===== config.mk =====
export PLATFORM = sky130hd
export DESIGN_NAME = reset_conditioner_flat
export DESIGN_NICKNAME = d
export VERILOG_FILES = /design/src/rtl/reset_conditioner_pkg.sv /design/src/rtl/reset_conditioner_if.sv /design/src/rtl/reset_conditioner_sync_debounce.sv /design/src/rtl/reset_conditioner.sv /design/src/flat_wrapper.sv
export SDC_FILE = /design/constraint.sdc
export NUM_CORES = 1
export LEC_CHECK = 0
export ABC_CLOCK_PERIOD_IN_PS = 5300
export BUFFER_PORTS_ARGS = -buffer_cell sky130_fd_sc_hd__buf_2
export CORE_UTILIZATION = 40
export CTS_BUF_LIST = sky130_fd_sc_hd__clkbuf_8
export CTS_CLUSTER_SIZE = 8
export DETAILED_ROUTE_END_ITERATION = 7
export GPL_TIMING_DRIVEN = 1
export PLACE_DENSITY_LB_ADDON = 0.2
export SYNTH_ARGS = -nofsm -noshare
export SYNTH_HDL_FRONTEND = slang
export SYNTH_SLANG_ARGS = --single-unit

===== constraint.sdc =====
create_clock -name CLK_48MHZ -period 5.3 [get_ports CLK_48MHZ]
set_clock_uncertainty 0.05 [all_clocks]
set_input_delay 1.06 -clock CLK_48MHZ [delete_from_list [all_inputs] [get_ports CLK_48MHZ]]
set_output_delay 1.06 -clock CLK_48MHZ [all_outputs]
set_load 0.01 [all_outputs]

===== src/rtl/reset_conditioner_pkg.sv =====
// Shared types and defaults for the board reset conditioner.
// Timing constants assume a 48 MHz system clock.
package reset_conditioner_pkg;

  typedef enum logic [1:0] {
    EXT_HOLD,
    STRETCH,
    RUN
  } state_t;

  localparam int DEF_DEBOUNCE = 480;
  localparam int DEF_STRETCH  = 4800;

  // Counter width able to hold max(deb, str) - 1.
  function automatic int min_cnt_w(input int deb, input int str);
    int m;
    m = (deb > str) ? deb : str;
    return (m > 2) ? $clog2(m) : 1;
  endfunction

endpackage


===== src/rtl/reset_conditioner_if.sv =====
// External reset request in, conditioned system reset out.
// master = conditioner side, slave = consumer/driver side.
interface reset_conditioner_if #(
  parameter int EVT_W = 8
) ();

  logic             EXT_RESET;
  logic             SYS_RESET;
  logic             SYS_READY;
  logic             EXT_LEVEL;
  logic [EVT_W-1:0] RESET_COUNT;

  modport master (
    input  EXT_RESET,
    output SYS_RESET,
    output SYS_READY,
    output EXT_LEVEL,
    output RESET_COUNT
  );

  modport slave (
    output EXT_RESET,
    input  SYS_RESET,
    input  SYS_READY,
    input  EXT_LEVEL,
    input  RESET_COUNT
  );

endinterface


===== src/rtl/reset_conditioner_sync_debounce.sv =====
// Synchroniser and level debouncer for the raw EXT_RESET pin.
// Emits the accepted level plus a one-cycle strobe on each 1->0 change.
module reset_sync_debounce
  import reset_conditioner_pkg::*;
#(
  parameter int SYNC_STAGES     = 2,
  parameter int DEBOUNCE_CYCLES = DEF_DEBOUNCE,
  parameter int CNT_W           = 16
) (
  input  logic clk,
  input  logic rst,
  input  logic ext_reset,
  output logic ext_level,
  output logic fall_stb
);

  localparam logic [CNT_W-1:0] DEB_LAST = CNT_W'(DEBOUNCE_CYCLES - 1);

  logic [SYNC_STAGES-1:0] sync_q;
  logic [CNT_W-1:0]       deb_cnt;
  logic                   s;

  assign s = sync_q[SYNC_STAGES-1];

  // Shift the async pin through the synchroniser chain.
  always_ff @(posedge clk or posedge rst) begin
    if (rst) begin
      sync_q <= '1;
    end else begin
      sync_q <= {sync_q[SYNC_STAGES-2:0], ext_reset};
    end
  end

  // Accept a new level only after it has been stable long enough.
  always_ff @(posedge clk or posedge rst) begin
    if (rst) begin
      ext_level <= 1'b1;
      deb_cnt   <= '0;
      fall_stb  <= 1'b0;
    end else begin
      fall_stb <= 1'b0;
      if (s != ext_level) begin
        if (deb_cnt == DEB_LAST) begin
          ext_level <= s;
          deb_cnt   <= '0;
          fall_stb  <= ~s;
        end else begin
          deb_cnt <= deb_cnt + CNT_W'(1);
        end
      end else begin
        deb_cnt <= '0;
      end
    end
  end

endmodule


===== src/rtl/reset_conditioner.sv =====
// Board reset conditioner: debounced external request, stretched
// synchronous release, ready pulse and saturating event count.
module reset_conditioner
  import reset_conditioner_pkg::*;
#(
  parameter int SYNC_STAGES     = 2,
  parameter int DEBOUNCE_CYCLES = DEF_DEBOUNCE,
  parameter int STRETCH_CYCLES  = DEF_STRETCH,
  parameter int CNT_W           = 16,
  parameter int EVT_W           = 8
) (
  input  logic                CLK_48MHZ,
  input  logic                RESET,
  reset_conditioner_if.master bus
);

  localparam logic [CNT_W-1:0] STR_LAST = CNT_W'(STRETCH_CYCLES - 1);

  state_t           state;
  logic [CNT_W-1:0] str_cnt;
  logic             sys_reset;
  logic             sys_ready;
  logic [EVT_W-1:0] evt_cnt;
  logic             ext_level;
  logic             fall_stb;

  reset_sync_debounce #(
    .SYNC_STAGES    (SYNC_STAGES),
    .DEBOUNCE_CYCLES(DEBOUNCE_CYCLES),
    .CNT_W          (CNT_W)
  ) u_sync_deb (
    .clk      (CLK_48MHZ),
    .rst      (RESET),
    .ext_reset(bus.EXT_RESET),
    .ext_level(ext_level),
    .fall_stb (fall_stb)
  );

  // Hold/stretch/run sequencing; outputs registered from the next state.
  always_ff @(posedge CLK_48MHZ or posedge RESET) begin
    if (RESET) begin
      state     <= STRETCH;
      str_cnt   <= '0;
      sys_reset <= 1'b1;
      sys_ready <= 1'b0;
    end else begin
      sys_reset <= 1'b1;
      sys_ready <= 1'b0;
      unique case (state)
        EXT_HOLD: begin
          str_cnt <= '0;
          if (ext_level) state <= STRETCH;
        end
        STRETCH: begin
          if (!ext_level) begin
            state   <= EXT_HOLD;
            str_cnt <= '0;
          end else if (str_cnt == STR_LAST) begin
            state     <= RUN;
            str_cnt   <= '0;
            sys_reset <= 1'b0;
            sys_ready <= 1'b1;
          end else begin
            str_cnt <= str_cnt + CNT_W'(1);
          end
        end
        RUN: begin
          if (!ext_level) state <= EXT_HOLD;
          else sys_reset <= 1'b0;
        end
        default: begin
          state   <= STRETCH;
          str_cnt <= '0;
        end
      endcase
    end
  end

  // Count accepted external presses, sticking at all-ones.
  always_ff @(posedge CLK_48MHZ or posedge RESET) begin
    if (RESET) begin
      evt_cnt <= '0;
    end else if (fall_stb && (evt_cnt != '1)) begin
      evt_cnt <= evt_cnt + EVT_W'(1);
    end
  end

  assign bus.SYS_RESET   = sys_reset;
  assign bus.SYS_READY   = sys_ready;
  assign bus.EXT_LEVEL   = ext_level;
  assign bus.RESET_COUNT = evt_cnt;

endmodule


===== src/flat_wrapper.sv =====
// flat-port wrapper written by rule: the top's interface ports become plain ports
module reset_conditioner_flat import reset_conditioner_pkg::*;
#(
  parameter int SYNC_STAGES     = 2,
  parameter int DEBOUNCE_CYCLES = DEF_DEBOUNCE,
  parameter int STRETCH_CYCLES  = DEF_STRETCH,
  parameter int CNT_W           = 16,
  parameter int EVT_W           = 8
)
  (CLK_48MHZ, RESET, bus_EXT_RESET, bus_SYS_RESET, bus_SYS_READY, bus_EXT_LEVEL, bus_RESET_COUNT);
  reset_conditioner_if #(.EVT_W(EVT_W)) bus_i ();
  input  logic CLK_48MHZ;
  input  logic RESET;
  input wire logic [$bits(bus_i.EXT_RESET)-1:0] bus_EXT_RESET;
  output wire logic [$bits(bus_i.SYS_RESET)-1:0] bus_SYS_RESET;
  output wire logic [$bits(bus_i.SYS_READY)-1:0] bus_SYS_READY;
  output wire logic [$bits(bus_i.EXT_LEVEL)-1:0] bus_EXT_LEVEL;
  output wire logic [$bits(bus_i.RESET_COUNT)-1:0] bus_RESET_COUNT;
  assign bus_i.EXT_RESET = bus_EXT_RESET;
  assign bus_SYS_RESET = bus_i.SYS_RESET;
  assign bus_SYS_READY = bus_i.SYS_READY;
  assign bus_EXT_LEVEL = bus_i.EXT_LEVEL;
  assign bus_RESET_COUNT = bus_i.RESET_COUNT;
  reset_conditioner #(.SYNC_STAGES(SYNC_STAGES), .DEBOUNCE_CYCLES(DEBOUNCE_CYCLES), .STRETCH_CYCLES(STRETCH_CYCLES), .CNT_W(CNT_W), .EVT_W(EVT_W)) u_core (.CLK_48MHZ(CLK_48MHZ), .RESET(RESET), .bus(bus_i));
endmodule

==> Yosys cells after proc, flatten, opt, wreduce, memory -nomap -nowiden <==
Cells that the tools add are included.
{ "word_totals": {"ff_bits": 48, "latch_bits": 0, "mem_bits_rw": 0, "mem_bits_ro": 0, "out_inout_bits": 11, "elab_cells": 45, "memories": 0} }
{ "op_classes": {"addsub": 3, "mul": 0, "n_div": 0, "order_cmp": 0, "eq_ne": 9, "shifts": 0, "muxes": 19, "n_bitwise": 1, "reduce_logical": 4} }
{ "op_table": {"columns": ["cell", "n"], "rows": [
  ["$mux W16", 4],
  ["$add A16 B1 Y16 const B", 2],
  ["$pmux W16 S2", 1],
  ["$eq A16 B13 Y1 const B", 1],
  ["$eq A16 B9 Y1 const B", 1],
  ["$add A8 B1 Y8 const B", 1],
  ["$mux W1", 8],
  ["$mux W2", 4],
  ["$ne A8 B8 Y1 const B", 1],
  ["$pmux W2 S3", 1],
  ["$ne A2 B2 Y1 const B", 2],
  ["$ne A3 B2 Y1 const B", 1],
  ["$reduce_and A3 Y1", 1],
  ["$eq A2 B1 Y1 const B", 1],
  ["$eq A2 B2 Y1 const B", 1],
  ["$logic_not A2 Y1", 1],
  ["$pmux W1 S2", 1],
  ["$reduce_and A2 Y1", 1],
  ["$logic_and A1 B1 Y1", 1],
  ["$ne A1 B1 Y1", 1],
  ["$not A1 Y1", 1]
]} }

==> Depth between registers and ports, before layout <==
{ "logic_depth": {"depth_word": 4, "ltp_mapped": 8, "mapped_depth_nobuf": 6} }

==> By module <==
Synthesis repeated with hierarchy kept, for this count alone.
{ "hier_totals": {"cells_unflattened": 234, "hier_area_um2": 2423.6} }
{ "modules_own_cells": {"columns": ["module", "n_inst", "cells_each", "area_each_um2", "seq_area_each_um2"], "rows": [
  ["reset_conditioner", 1, 143, 1438.9, 703.2],
  ["reset_sync_debounce", 1, 91, 984.7, 504.2]
]} }

==> Worst setup path after synthesis <==
OpenSTA, ideal clock, no wires.
{ "synth_path": {"path_kind": "register to register", "start": "reg u_core.state[0]", "end": "reg u_core.str_cnt[12]", "arrival_ps": 1686, "slack_ps": 3446, "stages_incl_launch_ff": 9, "path_buffers": 2, "cell_sequence": "dfstp_2 > inv_1 > ha_1 > buf_2 > nand2b_1 > buf_2 > nor4_1 > xnor2_1 > nor2_1"} }
{ "synth_via": {"elab_chain_cells": 2} }
{ "synth_lines": {"columns": ["item", "line_no", "rtl"], "rows": [
  ["start: declaration", "reset_conditioner.sv:19", "state_t state;"],
  ["start signal: assignment", "reset_conditioner.sv:42", "state <= STRETCH;"],
  ["start signal: assignment", "reset_conditioner.sv:52", "if (ext_level) state <= STRETCH;"],
  ["start signal: assignment", "reset_conditioner.sv:56", "state <= EXT_HOLD;"],
  ["$eq A2 B2 Y1 / $eq A2 B1 Y1 (equally long branches)", "reset_conditioner.sv:49", "unique case (state)"],
  ["$pmux W16 S2", "reset_conditioner.sv:49", null],
  ["end signal: assignment", "reset_conditioner.sv:64", "str_cnt <= str_cnt + CNT_W'(1);"],
  ["end: declaration", "reset_conditioner.sv:20", "logic [CNT_W-1:0] str_cnt;"]
]} }
Several ways; a longest one is shown, not always the timed one.
A chain may end at the register's enable or synchronous reset.

==> Worst setup path in the final report <==
{ "layout_path": {"start": "reg u_core.u_sync_deb.ext_level", "end": "out bus_EXT_LEVEL"} }
{ "layout_rtl": {"columns": ["item", "line_no", "rtl"], "rows": [
  ["start: declaration", "reset_conditioner_sync_debounce.sv:13", "output logic ext_level,"],
  ["start signal: assignment", "reset_conditioner_sync_debounce.sv:44", "ext_level <= s;"],
  ["end: declaration", "flat_wrapper.sv:17", "output wire logic [$bits(bus_i.EXT_LEVEL)-1:0] bus_EXT_LEVEL;"]
]} }
No word-level cell between the ends.

==> impl_table.tex <==
\begin{tabular}{lr}
\hline
Metric & Value \\
\hline
\multicolumn{2}{l}{\textbf{Layout}} \\
Fraction of final layout cells sized beyond drive strength 1 & 0.170 \\
Ant. Diodes & 0 \\
Final nets & 249 \\
Synth-to-Final Area Change & 8.77\% \\
\multicolumn{2}{l}{\textbf{Clock network}} \\
TritonCTS buffer count & 5 \\
TritonCTS clock tree & built \\
Clk buf depth & 2 \\
Number of instances resized during post-cts repair & 0 \\
Insertion delay of the later-clocked pin in the worst-skew pair & 0.30 ns \\
H-tree Lvls & 2 \\
Sink count of the clock tree & 48 \\
Post-CTS setup repair buffer count & 0 \\
Post-CTS Hold Fix Bufs & 0 \\
Root buf cell & sky130\_fd\_sc\_hd\_\_clkbuf\_8 \\
Register clock-pin slew on the reported worst setup and hold paths & 0.08 ns \\
\multicolumn{2}{l}{\textbf{Worst setup path}} \\
Cell Chain, Critical Path & buf\_2 \\
Classification of the worst setup path & reg2out \\
Number of cells on the worst reg-to-reg path & 6 \\
Crit Path Max Fanout & 9 \\
Endpoint type of the worst setup path & primary output \\
CP Data Required Time & 4.19 ns \\
Data arrival, critical path & 1.12 ns \\
Top Family by Delay on Critical Path & flip-flops \\
Crit path buffers/inverters & 1 \\
Worst-case register-to-register setup slack & 3.29 ns \\
Kind of launch point of the worst setup path & flop \\
Worst reg2reg path endpoint & u\_core.str\_cnt[12] \\
Slowest CP cell & sky130\_fd\_sc\_hd\_\_dfstp\_2 \\
Delay of the slowest critical-path stage & 0.65 ns \\
Worst reg2reg path startpoint & u\_core.state[0] \\
\multicolumn{2}{l}{\textbf{Power}} \\
Maximum resistive drop on vdd & 0.127 mV \\
LEAKAGE & 0.00111 µW \\
Total design power & 612 µW \\
Power Density & 235 mW/mm² \\
\multicolumn{2}{l}{\textbf{Yosys}} \\
Post-synth EDFFs & 0 \\
Proportion of synthesized flip-flops having asynchronous set or reset & 1.00 \\
Synthesized net count & 235 \\
Count of mapped cells out of synthesis & 226 \\
Post-synth top area cell & sky130\_fd\_sc\_hd\_\_dfrtp\_1 \\
Most common flop cell mapped by yosys & sky130\_fd\_sc\_hd\_\_dfrtp\_1 \\
Most common cell in the netlist & sky130\_fd\_sc\_hd\_\_dfrtp\_1 \\
Top post-synthesis cells by count & sky130\_fd\_sc\_hd\_\_dfrtp\_1, sky130\_fd\_sc\_hd\_\_nor2\_1, sky130\_fd\_sc\_hd\_\_xnor2\_1 \\
Average instance area after synthesis & 10.6 µm² \\
Largest cells by area after synthesis & sky130\_fd\_sc\_hd\_\_dfrtp\_1, sky130\_fd\_sc\_hd\_\_xnor2\_1, sky130\_fd\_sc\_hd\_\_nor2\_1 \\
Warnings from Yosys & 0 \\
Netlist area before placement & 0.00240 mm² \\
Area share of the largest cell type after synthesis & 0.449 \\
Synth Register Bits & 48 \\
Sequential-to-total area share from yosys stat & 0.504 \\
Number of unique standard cell types used by synthesis & 43 \\
\multicolumn{2}{l}{\textbf{Detailed routing}} \\
First DRT Iteration DRCs & 78 \\
Final wirelength & 4120 µm \\
Number of detailed-route iterations in the first pass & 4 \\
Vias per Instance & 5.13 \\
Routed Antenna Nets & 0 \\
Remaining routing DRC violations & 0 \\
Average routed wire per standard cell & 13.2 µm \\
Total vias in the final route & 1607 \\
\multicolumn{2}{l}{\textbf{Place}} \\
Detailed placement HPWL & 2790 µm \\
Final Wtd Congestion & 0.781 \\
Port Buffers & 13 \\
\multicolumn{2}{l}{\textbf{Floorplanning}} \\
Placeable core region & 0.00564 mm² \\
Overall die width & 79.4 µm \\
Cell Rows & 27 \\
Effective utilization at floorplan & 0.425 \\
I/O pin count & 14 \\
Overall die height & 79.4 µm \\
Die Outline Area & 0.00630 mm² \\
\multicolumn{2}{l}{\textbf{STA}} \\
Max Fclk & 449 MHz \\
Final worst path period share & 0.421 \\
Number of slew-limit violations in the final report & 0 \\
Min Tclk post-route & 2.23 ns \\
Slew at the pin closest to its max-slew limit & 0.986 ns \\
Setup tns final & 0 ns \\
Max-slew headroom at the worst pin & 0.342 \\
Final Hold Violating Endpoints & 0 \\
Unrepaired setup endpoints after global routing & no \\
Finish-stage setup viols & 0 \\
\multicolumn{2}{l}{\textbf{Status}} \\
Status & finished, final reports clean \\
\multicolumn{2}{l}{\textbf{Global route}} \\
Sum of overflow across all layers after global routing & 0 \\
Antenna violations before repair & 0 \\
Total routing usage reported by global routing & 0.149 \\
Maximum number of pins on one net before global-route repair & 49 \\
Number of global-route vias before repair & 1560 \\
First-pass GRT wire length & 7280 µm \\
\multicolumn{2}{l}{\textbf{Min path}} \\
Worst hold stages & 0 \\
Worst hold path startpoint & u\_core.u\_sync\_deb.sync\_q[0] \\
Type of the most critical hold path & reg2reg \\
Hold worst-path end & u\_core.u\_sync\_deb.sync\_q[1] \\
\multicolumn{2}{l}{\textbf{Flow run}} \\
Number of max-capacitance violations reported & 0 \\
\hline
\end{tabular}
## per-layer routing
metal  wire length (µm)  up-vias  share of wire  global-route usage
li1                   -      806              -                   -
met1               2130      776           0.52               0.198
met2               1800       20           0.44               0.229
met3                118        5          0.029              0.0343
met4                 63        0          0.015              0.0655
met5                  0        -              0                   0
## area by class of cell
| class | count | area (µm²) |
|---|---|---|
| Fill cell | 529 | 3040 |
| Sequential cell | 48 | 1210 |
| Multi-Input combinational cell | 164 | 1120 |
| Tap cell | 72 | 90.1 |
| Clock buffer | 6 | 82.6 |
| Timing Repair Buffer | 13 | 65.1 |
| Inverter | 8 | 30.0 |
| Clock inverter | 2 | 10.0 |
## placed cells by master (no fill, tap or decap), types with 2 or more instances in the layout
master	synthesis	routed
sky130_fd_sc_hd__mux2i_1	3	3
sky130_fd_sc_hd__dfstp_2	5	5
sky130_fd_sc_hd__xor2_1	15	15
sky130_fd_sc_hd__mux2_2	2	2
sky130_fd_sc_hd__dfrtp_1	43	43
sky130_fd_sc_hd__and4_1	2	2
sky130_fd_sc_hd__nor4_1	8	8
sky130_fd_sc_hd__and3_1	3	3
sky130_fd_sc_hd__clkinv_2	0	2
sky130_fd_sc_hd__nand4_2	3	3
sky130_fd_sc_hd__xnor2_1	21	21
sky130_fd_sc_hd__nor2_1	36	36
sky130_fd_sc_hd__inv_1	8	7
sky130_fd_sc_hd__clkbuf_8	0	6
sky130_fd_sc_hd__nand2_1	12	12
sky130_fd_sc_hd__nand4_1	9	9
sky130_fd_sc_hd__nand3_1	11	11
sky130_fd_sc_hd__ha_1	6	6
sky130_fd_sc_hd__nor3_1	8	8
sky130_fd_sc_hd__buf_2	3	13
sky130_fd_sc_hd__nor4b_1	2	2
## report_power, final
part           leakage (µW)  internal [µW]  switching (µW)
clock             0.0000510            104             122
sequential         0.000651            369            2.99
combinational      0.000403           2.59            10.4
total               0.00111            476             136
## logic make-up after synthesis
family | after synthesis | synth area share
xor gates and xnor gates | 36 | 0.132
muxes | 5 | 0.0219
and+or+nand+nor | 109 | 0.254
buffers and inverters | 14 | 0.0282
AOI/OAI and AO/OA | 8 | 0.0292
adders and majority gates | 6 | 0.0313
DFF | 48 | 0.504
## flip-flops by register name, indices dropped and copies added (netlist names)
signal                       cells
u_core.bus.RESET_COUNT           8
u_core.u_sync_deb.ext_level      1
u_core.u_sync_deb.sync_q         2
u_core.u_sync_deb.fall_stb       1
u_core.state                     2
u_core.u_sync_deb.deb_cnt       16
u_core.str_cnt                  16
u_core.bus.SYS_RESET             1
u_core.bus.SYS_READY             1
## stage by stage
stage	hold slack (ns)	setup WS [ns]	cells	area (µm²)	util
after global placement	0.297	3.24	305	2510	0.446
after floorplan	0.295	3.05	226	2400	-
final	0.309	3.07	313	2610	0.462
after detailed placement	0.297	3.21	305	2510	0.446
after global routing	0.322	3.03	313	2610	0.462
after CTS	0.310	3.06	313	2610	0.462
## worst max-delay path by stage
stage / startpoint / end / slack [ns] / cells past startpoint
2_1_floorplan: RESET / u_core.bus.RESET_COUNT[0] / 3.05 / 1
3_3_place_gp: RESET / u_core.u_sync_deb.deb_cnt[12] / 3.24 / 2
3_5_place_dp: RESET / u_core.u_sync_deb.deb_cnt[11] / 3.21 / 2
4_1_cts: u_core.u_sync_deb.ext_level / bus_EXT_LEVEL / 3.06 / 1
5_1_grt: u_core.u_sync_deb.ext_level / bus_EXT_LEVEL / 3.03 / 1
6_report: u_core.u_sync_deb.ext_level / bus_EXT_LEVEL / 3.07 / 1
Note: power is estimated with default switching activity, not from simulation.
